`config.mk`:
```
export PLATFORM = sky130hd
export DESIGN_NAME = mem_load_align
export DESIGN_NICKNAME = d
export VERILOG_FILES = /design/src/rtl/mem_load_align.sv
export SDC_FILE = /design/constraint.sdc
export NUM_CORES = 1
export LEC_CHECK = 0
export CORE_UTILIZATION = 37
export DETAILED_ROUTE_END_ITERATION = 8
export PLACE_DENSITY_LB_ADDON = 0.12
export SYNTH_ARGS = -nofsm -noshare
export SYNTH_HDL_FRONTEND = slang
export SYNTH_SLANG_ARGS = --single-unit
```
`constraint.sdc`:
```
create_clock -name Clk -period 1.5 [get_ports Clk]
set_input_delay 0.225 -clock Clk [delete_from_list [all_inputs] [get_ports Clk]]
set_output_delay 0.225 -clock Clk [all_outputs]
set_load 0.01 [all_outputs]
```
`src/rtl/mem_load_align.sv`:
```
// MEM-stage load unit: issues a word-aligned read over a req/ready handshake,
// selects the byte/halfword lane, extends it and stalls the pipe meanwhile.
module mem_load_align #(
    parameter int unsigned MAX_WAIT = 16
) (
    input  logic        Clk,
    input  logic        Reset,
    input  logic        LoadReq,
    input  logic [31:0] LoadAddr,
    input  logic [1:0]  LoadSize,
    input  logic        LoadUnsigned,
    output logic        MemReq,
    output logic [31:0] MemAddr,
    input  logic        MemReady,
    input  logic [31:0] MemRData,
    output logic [31:0] LoadData,
    output logic        LoadValid,
    output logic        Stall,
    output logic        Misaligned,
    output logic        BusErr
);

    typedef enum logic [1:0] {
        IDLE,
        REQ,
        DONE,
        ERR
    } state_t;

    localparam logic [7:0] WAIT_LAST = 8'(MAX_WAIT - 1);

    state_t      state_q, state_d;
    logic [7:0]  wait_cnt_q, wait_cnt_d;
    logic [1:0]  addr_lo_q, addr_lo_d;
    logic [1:0]  size_q, size_d;
    logic        uns_q, uns_d;
    logic        mem_req_q, mem_req_d;
    logic [31:0] mem_addr_q, mem_addr_d;
    logic [31:0] load_data_q, load_data_d;
    logic        load_valid_q, load_valid_d;
    logic        misaligned_q, misaligned_d;
    logic        bus_err_q, bus_err_d;

    logic        misaligned_req;
    logic [7:0]  byte_lane;
    logic [15:0] half_lane;
    logic [31:0] lane_data;

    assign misaligned_req = (LoadSize == 2'b11)
                         || (LoadSize == 2'b01 && LoadAddr[0])
                         || (LoadSize == 2'b10 && LoadAddr[1:0] != 2'b00);

    // Big-endian lanes: byte offset 0 lives in bits 31:24.
    always_comb begin
        byte_lane = MemRData[7:0];
        unique case (addr_lo_q)
            2'b00: byte_lane = MemRData[31:24];
            2'b01: byte_lane = MemRData[23:16];
            2'b10: byte_lane = MemRData[15:8];
            2'b11: byte_lane = MemRData[7:0];
        endcase
        half_lane = addr_lo_q[1] ? MemRData[15:0] : MemRData[31:16];
        unique case (size_q)
            2'b00:   lane_data = {{24{byte_lane[7] & ~uns_q}}, byte_lane};
            2'b01:   lane_data = {{16{half_lane[15] & ~uns_q}}, half_lane};
            default: lane_data = MemRData;
        endcase
    end

    // NOTE: every _d gets a default before the case so no path infers a latch.
    always_comb begin
        state_d      = state_q;
        wait_cnt_d   = '0;
        addr_lo_d    = addr_lo_q;
        size_d       = size_q;
        uns_d        = uns_q;
        mem_req_d    = 1'b0;
        mem_addr_d   = mem_addr_q;
        load_data_d  = load_data_q;
        load_valid_d = 1'b0;
        misaligned_d = 1'b0;
        bus_err_d    = 1'b0;
        unique case (state_q)
            IDLE: begin
                if (LoadReq) begin
                    addr_lo_d = LoadAddr[1:0];
                    size_d    = LoadSize;
                    uns_d     = LoadUnsigned;
                    if (misaligned_req) begin
                        state_d      = ERR;
                        misaligned_d = 1'b1;
                    end else begin
                        state_d    = REQ;
                        mem_req_d  = 1'b1;
                        mem_addr_d = {LoadAddr[31:2], 2'b00};
                    end
                end
            end
            REQ: begin
                if (MemReady) begin
                    load_data_d  = lane_data;
                    load_valid_d = 1'b1;
                    state_d      = DONE;
                end else if (wait_cnt_q == WAIT_LAST) begin
                    bus_err_d = 1'b1;
                    state_d   = ERR;
                end else begin
                    wait_cnt_d = wait_cnt_q + 8'd1;
                    mem_req_d  = 1'b1;
                end
            end
            DONE:    state_d = IDLE;
            ERR:     state_d = IDLE;
            default: state_d = IDLE;
        endcase
    end

    // NOTE: sequential state uses non-blocking assignments only.
    always_ff @(posedge Clk or negedge Reset) begin
        if (!Reset) begin
            state_q      <= IDLE;
            wait_cnt_q   <= '0;
            addr_lo_q    <= '0;
            size_q       <= '0;
            uns_q        <= 1'b0;
            mem_req_q    <= 1'b0;
            mem_addr_q   <= '0;
            load_data_q  <= '0;
            load_valid_q <= 1'b0;
            misaligned_q <= 1'b0;
            bus_err_q    <= 1'b0;
        end else begin
            state_q      <= state_d;
            wait_cnt_q   <= wait_cnt_d;
            addr_lo_q    <= addr_lo_d;
            size_q       <= size_d;
            uns_q        <= uns_d;
            mem_req_q    <= mem_req_d;
            mem_addr_q   <= mem_addr_d;
            load_data_q  <= load_data_d;
            load_valid_q <= load_valid_d;
            misaligned_q <= misaligned_d;
            bus_err_q    <= bus_err_d;
        end
    end

    assign Stall      = (state_q == REQ) || (state_q == IDLE && LoadReq);
    assign MemReq     = mem_req_q;
    assign MemAddr    = mem_addr_q;
    assign LoadData   = load_data_q;
    assign LoadValid  = load_valid_q;
    assign Misaligned = misaligned_q;
    assign BusErr     = bus_err_q;

endmodule

```
-- After elaboration in Yosys (flattened, before gate mapping)
Index checks and enable logic that the tools add are counted.
- register bits: 81
- input bits: 71
- output and inout bits: 69
- word-level logic and storage cells: 68
- $add $sub $neg: 1
- equal/unequal tests: 13
- mux-type cells: 24
- bitwise operators: 4
- reduce and logical (&&, ||, !) cells: 15
- operator list (kind ; count):
    $pmux W32 S2 ; 1
    $pmux W8 S4 ; 1
    $mux W8 ; 3
    $mux W16 ; 1
    $eq A2 B2 Y1 const B ; 6
    $mux W1 ; 12
    $add A8 B1 Y8 const B ; 1
    $eq A2 B1 Y1 const B ; 4
    $eq A8 B4 Y1 const B ; 1
    $mux W2 ; 4
    $logic_not A2 Y1 ; 3
    $pmux W2 S3 ; 1
    $reduce_and A2 Y1 ; 3
    $logic_and A1 B1 Y1 ; 3
    $logic_or A1 B1 Y1 ; 3
    $ne A3 B3 Y1 const B ; 1
    $reduce_and A3 Y1 ; 1
    $and A1 B1 Y1 ; 2
    $ne A2 B2 Y1 const B ; 1
    $not A1 Y1 ; 2
    $pmux W1 S2 ; 1
    $reduce_bool A2 Y1 ; 1
    $reduce_or A2 Y1 ; 1

-- Longest topological paths before layout
Gate-level depths: netlist of run 1.
- depth in word-level cells: 7
- depth in mapped cells: 6
- depth with buffers taken out: 5

-- Least setup slack after synthesis of run 1
OpenSTA, ideal clock, no wires.
- path type: flip-flop to flip-flop
- start point: reg state_q[0]
- end point: reg mem_addr_q[24] (netlist: MemAddr[24])
- setup time: 0.127 ns
- arrival time: 1.284 ns
- data required time: 1.373 ns
- slack: 0.089 ns
- stages on the path, launching flop included: 7
- path buffers: 2
- period minus slack after synthesis: 1.411 ns
- cell sequence: dfrtp_1 nor2_1 and2_1 buf_4 nand2_2 buf_6 mux2_1
- cells in the longest elaborated chain, start to end: 2
- ends and longest elaborated chain (what ; RTL line ; text):
    start, declared ; 32 ; state_t state_q, state_d;
    start signal, assigned ; 133 ; state_q <= state_d;
    $logic_not A2 Y1 ; 83 ; unique case (state_q)
    $reduce_and A3 Y1 (no source line) ; -- ;
    end signal, assigned ; 139 ; mem_addr_q <= mem_addr_d;
    end, declared ; 38 ; logic [31:0] mem_addr_q, mem_addr_d;
Every way passes these cells.
A chain may end at the register's enable or synchronous reset.

-- Final worst setup path of run 1
- start point: reg mem_addr_q[29] (netlist: MemAddr[29])
- end point: out MemAddr[29]
- RTL lines (what ; RTL line ; text):
    end, declared ; 13 ; output logic [31:0] MemAddr,
No word-level cell between the ends.

==> run_results.csv, run 1 <==
group,metric,value,unit
run_status,status,"finished clean",
pwr,pwr-share-seq,0.350,
detailed_routing,drt_iter0_drc,93,
pwr,p_sw_frac,0.361,
setup_path,worst_setup_path_end_kind,"primary output",
detailed_routing,wl_per_cell,15.1,um
floorplanning,die_x,102,um
hold_path,hold_path.class,"input pin to async pin",
logic_synthesis,yosys_warnings,0,
logic_synthesis,synth_cell_types,40,
clocking,clk_path_buf_depth,2,
logic_synthesis,syn_inst,352,
final_layout,mostFrequentLayoutCell,"clkdlybuf4s50_1",
setup_path,critical_path.top_delay_family,"buffers and inverters",
detailed_routing,drtAntennaViolNets,0,
logic_synthesis,syn-mean-instance-area,10.5,um^2
final_layout,layout-drive-gt1-share,0.176,
floorplanning,start_util,0.379,
logic_synthesis,syn_area,3690,um^2
placed_design,place_congestion,0.780,
clocking,numCtsBuffers,9,
setup_path,slowest_delay,0.54,ns
placed_design,dp.cells,627,
timing,setup_violations,0,
pwr,ir_worst_vdd,0.000845,V
final_layout,seqCellArea,2030,um^2
detailed_routing,dr.pass1.iters,6,
final_layout,mostFrequentLayoutCells,"clkdlybuf4s50_1 (82), dfrtp_1 (79), a21oi_1 (50)",
final_layout,final_cells,645,
timing,period_needed,1.45,ns
setup_path,path_cells,"clkdlybuf4s50_1",
clocking,clk_pin_slew,0.09,ns
clocking,cts_tree,"built",
detailed_routing,vias,3203,
grt,grt_overflow,0,
final_layout,multi_input_area,1540,um^2
setup_path,critPathBufInv,1,
floorplanning,core_region_area,9730,um^2
setup_path,cp.arrival,1.23,ns
pwr,comb_power_share,0.505,
job,cap_violations,0,
timing,finalHoldViolations,0,
logic_synthesis,ys.flop_type,"dfrtp_1",
setup_path,critical_path_class,"register to primary output",
logic_synthesis,synth_top_area_frac,0.550,
grt,grt_util_all_layers,0.195,
timing,final-max-slew-violation-count,0,
final_layout,stdcell_area,5740,um^2
floorplanning,fp-row-count,36,
logic_synthesis,ys_async_sr_fraction,1.00,
pwr,p_int,6.82,mW
pwr,leakagePower,2.82,nW
pwr,clkPwrFrac,0.145,
placed_design,port_buffers,137,
logic_synthesis,ys_seq_elements,81,
timing,finalHoldWorstSlack,0.332,ns
placed_design,place_hpwl,6990,um
placed_design,dpl_cell_area,5370,um^2
setup_path,worstPathRequired,1.27,ns
grt,grt_max_degree,38,
timing,max_freq,688,MHz
final_layout,fillers,870,
setup_path,worstPathMaxFanout,2,
pwr,p_per_area,1860,nW/um^2
logic_synthesis,synth_edf_count,0,
detailed_routing,via_per_inst,4.97,
grt,antenna_found_initial,0,
floorplanning,die_h,102,um
clocking,cts.htree.levels,3,
final_layout,syn2layout_area_growth,55.8,%
pwr,switchingPower,3.85,mW
logic_synthesis,yosysSeqAreaShare,0.550,
final_layout,nNetsFinal,580,
grt,grt_pass1_wl,15600,um
timing,finalCritPeriodShare,0.969,
clocking,cts.sinks,81,
setup_path,crit_path_start_kind,"register",
clocking,clkLatencyLatePin,0.34,ns
logic_synthesis,synth_top_area_cell,"dfrtp_1",
floorplanning,pin_count,140,
logic_synthesis,synth_area_leaders,"dfrtp_1 (55%), mux2_2 (8.9%), a21oi_1 (7.1%)",
grt,grt_pass1_vias,3272,
clocking,root_buffer,"clkbuf_8",
final_layout,n_antenna_cell,0,
detailed_routing,post-route-drc-count,0,
timing,fin_skew,0.0118,ns
floorplanning,fp.dieArea,10400,um^2
setup_path,slowest_stage,"clkdlybuf4s50_1",
detailed_routing,drt-total-wl,9770,um
==> per-layer routing <==
layer / vias to the layer above / track usage / part of all wire
met5: - / 0 / 0
met2: 119 / 0.302 / 0.46
met3: 10 / 0.0752 / 0.097
met1: 1536 / 0.253 / 0.43
li1: 1538 / - / -
met4: 0 / 0.0637 / 0.0099
==> synth_stat cells, types with 2 or more instances <==
cell	n
clkbuf_1	6
buf_4	5
a22o_1	8
nand3_1	2
o21ai_1	3
or3_1	10
and2_1	2
xor2_1	2
nor2_1	40
nand2_1	38
o21ai_0	14
nand2b_1	3
inv_1	3
buf_1	3
buf_6	3
buf_2	8
a21oi_1	52
nor3_1	3
a221oi_1	9
dfrtp_1	81
mux2_2	29
mux2i_1	10
==> layout make-up <==
| type | count | area share |
|---|---|---|
| Multi-Input combinational cell | 244 | 0.267 |
| Clock inverter | 6 | 0.0105 |
| Timing Repair Buffer | 169 | 0.316 |
| Sequential cell | 81 | 0.353 |
| Clock buffer | 9 | 0.0216 |
| Tap cell | 133 | 0.0290 |
| Inverter | 3 | 0.00196 |
==> state kept, by name, summed over array words and instances (netlist names) <==
| name | count |
|---|---|
| BusErr | 1 |
| uns_q | 1 |
| MemAddr | 30 |
| size_q | 2 |
| LoadData | 32 |
| MemReq | 1 |
| LoadValid | 1 |
| state_q | 2 |
| Misaligned | 1 |
| wait_cnt_q | 8 |
| addr_lo_q | 2 |
==> kinds of logic (layout without fill, tap and decap cells) <==
family | Yosys count | after routing | synth area share
buffers and inverters | 28 | 187 | 0.0424
other | 1 | 2 | 0.00102
AO/OA/AOI/OAI | 94 | 94 | 0.155
AND/OR/NAND/NOR | 104 | 104 | 0.122
adder cells (fa/ha/maj) | 1 | 1 | 0.00339
multiplexers | 40 | 40 | 0.119
flip-flops | 81 | 81 | 0.550
XOR/XNOR | 3 | 3 | 0.00713
==> through the flow <==
stage / util / worst slack (ns) / total power, mW / TNS (ns)
after floorplan: - / 0.0889 / 6.37 / 0
after detailed placement: 0.552 / -0.280 / 9.26 / -12.33
after global placement: 0.552 / -0.241 / 9.19 / -11.14
after CTS: 0.571 / 0.00204 / 10.8 / 0
after global routing: 0.590 / -0.00336 / 11.5 / -0.00336
final: 0.590 / 0.0468 / 10.7 / 0
==> repair_timing <==
action                                  CTS  global route
setup buffers                             0             1
hold buffers                              1             0
cloned                                    0             1
pin swaps                                 0             1
gates resized for setup                  11            58
endpoints found under the setup margin   11            74
endpoints found under the hold margin    24             0
==> worst reg2reg max path, stage by stage (launching register included) <==
cell and delay, ns:
dfrtp_1 0.41, nor2_1 0.15, and2_4 0.17, nand2_2 0.07, buf_12 0.18, mux2_1 0.33
==> final timing paths <==
check | from | endpoint | cells after the start | slack [ns]
max reg2reg | state_q[0] | MemAddr[24] | 5 | 0.07
max | MemAddr[29] | MemAddr[29] | 1 | 0.05
min | Reset | LoadData[9] | 2 | 0.33
min in group Clk | LoadUnsigned | uns_q | 3 | 0.43
max in group asynchronous | Reset | MemAddr[6] | 3 | 0.68
min reg2reg | wait_cnt_q[0] | wait_cnt_q[0] | 1 | 0.46
==> power by group through the flow <==
stage	logic (mW)	registers, mW	clock network, mW
5_1_grt	5.94	3.86	1.68
3_3_place_gp	5.44	3.75	0
6_report	5.39	3.73	1.55
3_5_place_dp	5.49	3.77	0
4_1_cts	5.44	3.75	1.60
2_1_floorplan	2.29	4.08	0
(Power assumes the default switching activity.)
==> run 2, diff against run 1 <==
--- a/config.mk
+++ b/config.mk
@@ -5,6 +5,8 @@
 export SDC_FILE = /design/constraint.sdc
 export NUM_CORES = 1
 export LEC_CHECK = 0
+export ABC_AREA = 1
+export CORE_MARGIN = 2
 export CORE_UTILIZATION = 37
 export DETAILED_ROUTE_END_ITERATION = 8
 export PLACE_DENSITY_LB_ADDON = 0.12
==> run 2 against run 1 <==
  * Worst setup slack worse by 0.011 ns
  * Critical endpoint is now Misaligned
  * Critical path depth is the same
  * Final area increased by 5.1%
  * Via count up 19%
  * Die area grew 15%
  * Critical path type unchanged
  * Count of clock-buffer cells in the layout is 1 higher
  * Highest routed layer unchanged
  * Total power up 2.1%
  * Wire length rose by 14%
  * Synthesized cell count increased by 41%
  * Non-clock buffer count is 8 higher
  * Sequential power shrank 2%
  * Clock skew down 0.0030 ns
==> run_results.csv, run 2 <==
group,metric,value,unit
timing,worst_slack,0.0362,ns
logic_synthesis,syn-mean-instance-area,8.27,um^2
pwr,ir_worst_vdd,0.000673,V
logic_synthesis,synth_edf_count,0,
floorplanning,fp-row-count,38,
grt,antenna_found_initial,0,
final_layout,syn2layout_area_growth,47.4,%
detailed_routing,drtAntennaViolNets,0,
placed_design,place_ws,-0.182,ns
final_layout,final_util,0.557,
logic_synthesis,ys_seq_elements,81,
final_layout,final_cells,800,
final_layout,mostFrequentLayoutCell,"nand2_1",
final_layout,layout-drive-gt1-share,0.139,
setup_path,worstPathMaxFanout,1,
timing,period_needed,1.46,ns
logic_synthesis,yosysMostFrequentCell,"nand2_1",
floorplanning,start_util,0.378,
detailed_routing,wl_per_cell,13.9,um
setup_path,worstSetupPathDepth,1,
floorplanning,fp.dieArea,11900,um^2
pwr,p_per_area,1800,nW/um^2
logic_synthesis,synth_area_leaders,"dfrtp_1 (49%), nand2_1 (15%), nand3_1 (5.6%)",
final_layout,nNetsFinal,727,
floorplanning,die_h,109,um
floorplanning,die_x,109,um
logic_synthesis,yosysSeqAreaShare,0.495,
setup_path,critical_path_class,"register to primary output",
logic_synthesis,syn_inst,495,
logic_synthesis,synth_cell_types,33,
setup_path,crit_path_start_kind,"register",
placed_design,place_hpwl,8340,um
detailed_routing,vias,3827,
placed_design,place_congestion,0.875,
clocking,clk_pin_slew,0.09,ns
logic_synthesis,synth_top_area_frac,0.495,
detailed_routing,dr.pass1.iters,5,
clocking,root_buffer,"clkbuf_8",
logic_synthesis,ys.flop_type,"dfrtp_1",
setup_path,rr_worst_depth,7,
grt,grt_util_all_layers,0.201,
logic_synthesis,synth_common_cells,"nand2_1 (164), dfrtp_1 (81), nand3_1 (46), inv_1 (41), a21oi_1 (36)",
final_layout,mostFrequentLayoutCells,"nand2_1 (163), dfrtp_1 (80), clkdlybuf4s50_1 (71)",
clocking,clk_path_buf_depth,2,
detailed_routing,via_per_inst,4.78,
detailed_routing,drt-total-wl,11100,um
grt,grt_pass1_vias,3909,
job,cap_violations,0,
setup_path,slowest_stage,"clkdlybuf4s50_1",
hold_path,hold_path.class,"input pin to async pin",
final_layout,n_antenna_cell,0,
clocking,clkLatencyLatePin,0.36,ns
timing,fin_skew,0.00881,ns
logic_synthesis,ys_async_sr_fraction,1.00,
clocking,cts.sinks,81,
grt,grt_max_degree,82,
floorplanning,core_region_area,10800,um^2
logic_synthesis,yosys_warnings,0,
clocking,cts.htree.levels,3,
setup_path,critPathBufInv,1,
placed_design,dp.cells,782,
detailed_routing,drt_iter0_drc,133,
clocking,cts_tree,"built",
final_layout,largest_reg_flops,32,
timing,finalHoldViolations,0,
clocking,numCtsBuffers,9,
floorplanning,pin_count,140,
timing,max_freq,683,MHz
grt,grt_overflow,0,
detailed_routing,post-route-drc-count,0,
run_status,status,"finished clean",
logic_synthesis,synth_top_area_cell,"dfrtp_1",
placed_design,port_buffers,137,
logic_synthesis,syn_area,4100,um^2
pwr,leakagePower,3.10,nW
setup_path,path_cells,"clkdlybuf4s50_1",
setup_path,worstPathRequired,1.27,ns
timing,setup_violations,0,
setup_path,cp.arrival,1.24,ns
setup_path,critical_path.top_delay_family,"buffers and inverters",
setup_path,reg2reg_slack,0.10,ns
setup_path,worst_setup_path_end_kind,"primary output",
timing,setup_tns,0,ns
timing,finalHoldWorstSlack,0.387,ns
timing,finalCritPeriodShare,0.976,
grt,grt_pass1_wl,18400,um
timing,final-max-slew-violation-count,0,
setup_path,slowest_delay,0.54,ns
-- run 2: cell type report --
type	count	area, um^2
fill	1055	4800
sequential	81	2030
timing repair buffer	177	1730
multi-input combinational	342	1700
tap	140	175
inverter	44	174
clock buffer	10	138
clock inverter	6	90.1
-- run 2: final timing paths --
check,end,from
min in group Clk,MemAddr[6],LoadAddr[6]
max reg2reg,LoadData[29],state_q[0]
min,LoadData[2],Reset
max in group asynchronous,wait_cnt_q[7],Reset
max,Misaligned,Misaligned
min reg2reg,wait_cnt_q[0],wait_cnt_q[0]
-- run 2: through the flow --
stage / power (mW) / instance area (um^2)
floorplan: 6.80 / 4100
global placement: 9.60 / 5810
detailed placement: 9.69 / 5810
CTS: 11.1 / 5980
global route: 11.8 / 6040
finish: 10.9 / 6040
-- run 2: repair_timing --
item / 4_1_cts / 5_1_grt
pin swaps: 0 / 0
gates resized for setup: 54 / 20
gates cloned: 0 / 0
hold buffers: 1 / 0
hold endpoints to repair: 81 / 0
setup endpoints to repair: 52 / 67
buffers inserted: 0 / 1
-- run 2: cells by family (layout without fill, tap and decap cells) --
family | Yosys count | count (layout) | share of synthesized area
AO/OA/AOI/OAI | 70 | 70 | 0.105
adder cells (fa/ha/maj) | 1 | 1 | 0.00305
buffers and inverters | 73 | 237 | 0.0920
flip-flops | 81 | 81 | 0.495
other | 1 | 2 | 0.000916
AND/OR/NAND/NOR | 269 | 269 | 0.304
-- run 2: where the power goes --
part	switching [mW]	internal (mW)	total [mW]
clock	0.824	0.988	1.81
sequential	0.528	3.13	3.66
combinational	2.86	2.56	5.42
total	4.21	6.68	10.9
-- run 2: metal layers --
layer	track usage	part of all wire	vias to the layer above
li1	-	-	1900
met2	0.315	0.47	140
met3	0.0454	0.066	26
met1	0.259	0.44	1761
met4	0.107	0.029	0
met5	0	0	-
